File: src/rtl/seq_match_logger.sv
// Match logger: counts detector hits, timestamps each against a free-running
// cycle counter and queues the timestamps in a small FIFO with a valid/ready read port.
module seq_match_logger #(
  parameter int unsigned CNT_W = 16,
  parameter int unsigned TS_W  = 16,
  parameter int unsigned DEPTH = 4
) (
  input  logic                     clk,
  input  logic                     rst,
  input  logic                     clr,
  input  logic                     en,
  input  logic                     det_in,
  input  logic                     rd_ready,
  output logic                     rd_valid,
  output logic [TS_W-1:0]          rd_ts,
  output logic [$clog2(DEPTH):0]   level,
  output logic [CNT_W-1:0]         match_cnt,
  output logic                     cnt_sat,
  output logic                     ovf
);

  localparam int unsigned AW = $clog2(DEPTH);
  localparam int unsigned LW = AW + 1;

  logic [TS_W-1:0]  ts;
  logic [TS_W-1:0]  mem [DEPTH];
  logic [AW-1:0]    wr_ptr;
  logic [AW-1:0]    rd_ptr;
  logic [LW-1:0]    count;
  logic [CNT_W-1:0] cnt_inc;
  logic             evt;
  logic             pop;
  logic             full;
  logic             push;

  assign evt     = det_in & en;
  assign rd_valid = (count != '0);
  assign pop     = rd_valid & rd_ready;
  assign full    = (count == LW'(DEPTH));
  // A full FIFO still accepts a push when the head leaves in the same cycle.
  assign push    = evt & (~full | pop);
  assign cnt_inc = match_cnt + CNT_W'(1);
  assign level   = count;
  assign rd_ts   = rd_valid ? mem[rd_ptr] : '0;

  // Timestamp, pointers, occupancy, match counter and sticky flags.
  always_ff @(posedge clk or posedge rst) begin
    if (rst) begin
      ts        <= '0;
      wr_ptr    <= '0;
      rd_ptr    <= '0;
      count     <= '0;
      match_cnt <= '0;
      cnt_sat   <= 1'b0;
      ovf       <= 1'b0;
    end else if (clr) begin
      ts        <= '0;
      wr_ptr    <= '0;
      rd_ptr    <= '0;
      count     <= '0;
      match_cnt <= '0;
      cnt_sat   <= 1'b0;
      ovf       <= 1'b0;
    end else begin
      ts <= ts + TS_W'(1);
      if (push) wr_ptr <= wr_ptr + AW'(1);
      if (pop)  rd_ptr <= rd_ptr + AW'(1);
      case ({push, pop})
        2'b10:   count <= count + LW'(1);
        2'b01:   count <= count - LW'(1);
        default: count <= count;
      endcase
      if (evt & full & ~pop) ovf <= 1'b1;
      // Counter holds at all-ones; the flag rises on the edge it gets there.
      if (evt && (match_cnt != '1)) begin
        match_cnt <= cnt_inc;
        if (cnt_inc == '1) cnt_sat <= 1'b1;
      end
    end
  end

  // Storage needs no reset: contents are masked until pointers mark them valid.
  always_ff @(posedge clk) begin
    if (push & ~clr) mem[wr_ptr] <= ts;
  end

endmodule

File: config.mk
export PLATFORM = sky130hd
export DESIGN_NAME = seq_match_logger
export DESIGN_NICKNAME = d
export VERILOG_FILES = /design/src/rtl/seq_match_logger.sv
export SDC_FILE = /design/constraint.sdc
export NUM_CORES = 1
export LEC_CHECK = 0
export ABC_AREA = 1
export CORE_UTILIZATION = 47
export DETAILED_ROUTE_END_ITERATION = 8
export GPL_TIMING_DRIVEN = 0
export PLACE_DENSITY = 0.67
export REMOVE_ABC_BUFFERS = 1
export SLEW_MARGIN = 20
export SYNTH_ARGS = -nofsm -noshare
export SYNTH_HDL_FRONTEND = slang
export SYNTH_SLANG_ARGS = --single-unit
File: constraint.sdc
create_clock -name clk -period 4.5 [get_ports clk]
set_input_delay 0.9 -clock clk [delete_from_list [all_inputs] [get_ports clk]]
set_output_delay 0.9 -clock clk [all_outputs]
set_load 0.02 [all_outputs]
==> metrics, run 1 <==
# nets final 566; Total Routed Length a little under 10000 um; Worst EP required 3.60 ns; Synth Flop Type edfxtp_1; Clock Skews ~0.015 ns; Syn. warnings 0; Largest delay share family, worst path buffers and inverters; syn_area_per_cell 9.512 um2; Post-synth ARST share 39.05%; first-pass GRT wire length between 15000 and 20000 um; post-DR wirelength/cell 14.26 um; Worst-Skew Late Latency 0.36 ns; Port Buf Inserts 43; setup bufs post-CTS 0; WHS Path Cells 1; #FFs+latches synth 105; Final Max Tran Viols 0; slowest CP cell dfrtp_1; num rows 36; initial antenna violation count 0; CTS H-tree depth 3; HP Class reg2reg; Final ANT Viol Nets 0; most common cell after layout, fill and taps aside nor2_1; max-cap viol count 0; Worst VDD drop 188.4 uV; EDFF count, synth 64; Worst Max-Slew Pin Slew 0.9212 ns; Seq/Total Area, Yosys 61.00%; number of global-route vias before repair 3273; cts hold-fix bufs 0; Final Hold Fails 0; core area 9864 um2; Tmin final 3.829 ns; Adder-Cell Fraction of Synth Area 2.227%; full die area roughly 11000 um2; ranking of synthesized cells by area edfxtp_1, dfrtp_1, nor2_1; Cell Chain, Critical Path inv_1, nor2_1, o21ai_0, a21oi_1, clkdlybuf4s50_1; Worst Path Class, Setup reg2out; design area 5629 um2; RR Endpoint rd_ptr[1]; DP Area approximately 5400 um2; WHS Endpoint ovf; FMAX ~0.26 GHz; Ant. Diodes 0; largest stage delay on the critical path 0.86 ns; WP buf/inv 2; multiplexer share of the synthesized area 0%; simple-gate share of the synthesized area 19.70%; leakage power about 2.1 nW; RR Startpoint rd_ptr[0]; layout filler cell count 870; R2R Setup Slk 2.44 ns; TritonRoute pass-1 iters 4; layout cells sized above 1 8.259%; Worst R2R Path Depth 4; GP Congestion 0.8627; routed vias 3551; status finished clean; hpwl dp roughly 6600 um; initial drt markers 171; Mapped Cells 508; xor and xnor area share after synthesis between 1 and 1.5%; initial core utilization 48.99%; Vias/cell 5.146; largest family of logic cells by synthesized area simple AND/OR/NAND/NOR gates; commonest non-fill, non-tap cells in the layout nor2_1, nand2_1, edfxtp_1, inv_1, o21ai_0; post-synth cell types 30; CTS max path bufs 2; CTS Root Buffer Type clkbuf_8; DRC 0; Setup TNS 0 ns; clock buffer count from CTS 9; Tot GR Track Use 19.82%; Die W 103.4 um; mapped cell area 4832 um2; clock tree from TritonCTS built; worst-path maximum fanout 19; total gr overflow 0; RSZ-0062 raised after global routing no; power density over cell area between 300 and 400 nW/um2; final setup fails 0; Synth top area share 39.77%; fin crit share 85.09%; largest area contributor in the netlist edfxtp_1; Crit. End Element output pin; Synth Area in Compound Gates 10.31%; Die Span Y ~100 um; cts repair resizes 0; Reg clk slew, reported paths 0.11 ns; # IOs 44; largest net degree at the start of global routing 35; worst hold start ovf; Area Growth Syn to Fin 16.49%; Sink Count about 110; Max-Slew Margin vs Limit 38.52%; Crit path arrival time 2.93 ns; Worst setup SP type register
-- logic make-up (layout without fill, tap and decap cells) --
logic type,after synthesis,after routing
AND/OR/NAND/NOR,226,226
flip-flops,105,105
AO/OA/AOI/OAI,93,93
buffers and inverters,70,119
XOR/XNOR,6,6
adder cells (fa/ha/maj),8,8
-- how the worst max path moves through the flow --
stage	from	endpoint	slack (ns)	cells after the start
after detailed placement	rd_ptr[0]	rd_ts[6]	0.65	4
after global placement	rd_ptr[0]	rd_ts[7]	0.70	4
after floorplan	rd_ptr[0]	rd_ts[0]	1.90	3
after CTS	rd_ptr[0]	rd_ts[10]	0.23	4
after global routing	rd_ptr[0]	rd_ts[7]	0.41	4
final	rd_ptr[1]	rd_ts[7]	0.67	5
-- worst reg2reg max path, cell delays in order, from the launching register on --
cell	delay, ns
dfrtp_2	0.78
inv_1	0.62
nor2_1	0.32
o21ai_0	0.11
a21oi_1	0.16
-- power breakdown --
group / internal, mW / total (mW) / switching [mW]
clock network: 0.217 / 0.557 / 0.341
registers: 1.04 / 1.10 / 0.0580
logic: 0.240 / 0.584 / 0.344
-- metrics by stage --
step / power [mW] / utilization [%] / setup slack [ns] / hold WS, ns / std cells
after CTS: 2.260 / 57.05 / 0.2306 / 0.5043 / 690
after floorplan: 1.437 / - / 1.899 / 0.4855 / 493
after detailed placement: 1.713 / 55.16 / 0.6462 / 0.4791 / 674
after global placement: 1.692 / 54.36 / 0.7029 / 0.4865 / 669
final: 2.244 / 57.06 / 0.6708 / 0.5002 / 690
after global routing: 2.364 / 57.06 / 0.4147 / 0.5221 / 690
-- cell usage after synthesis (6+ instances only) --
| library cell | number |
|---|---|
| edfxtp_1 | 64 |
| dfrtp_1 | 41 |
| nor2_2 | 7 |
| nand3_1 | 25 |
| a21oi_1 | 27 |
| nor2_1 | 103 |
| nand2_2 | 6 |
| inv_1 | 53 |
| o21ai_0 | 50 |
| clkbuf_1 | 12 |
| o22ai_1 | 8 |
| nand2_1 | 73 |
| ha_1 | 7 |
-- flip-flops by register name, indices dropped and copies added, names as in the netlist --
register	count
mem	64
match_cnt	16
ts	16
level	3
rd_ptr	2
wr_ptr	2
cnt_sat	1
ovf	1
-- metal layers --
metal  part of all wire, %  GRT usage, %
met5                     0             0
met2                    48         33.37
met3                   3.2         2.890
met1                    47         26.01
met4                   1.3         7.692
-- layout make-up --
cell class              count  area [um2]  area share, %
clock buffers              10       127.6          2.267
clock inverters             6       58.81          1.045
inverters                  55       207.7          3.690
multi-input cells         333        1620          28.78
flip-flops and latches    105        2949          52.39
well taps                 133       166.4          2.956
repair buffers             48       499.2          8.869
Note: power is estimated with default switching activity, not from simulation.
==> run 2, diff against run 1 <==
--- a/config.mk
+++ b/config.mk
@@ -15,3 +15,4 @@
 export SYNTH_ARGS = -nofsm -noshare
 export SYNTH_HDL_FRONTEND = slang
 export SYNTH_SLANG_ARGS = --single-unit
+export TNS_END_PERCENT = 20
==> results of run 2 <==
Final layout, timing and power as in run 1 (identical DEF).
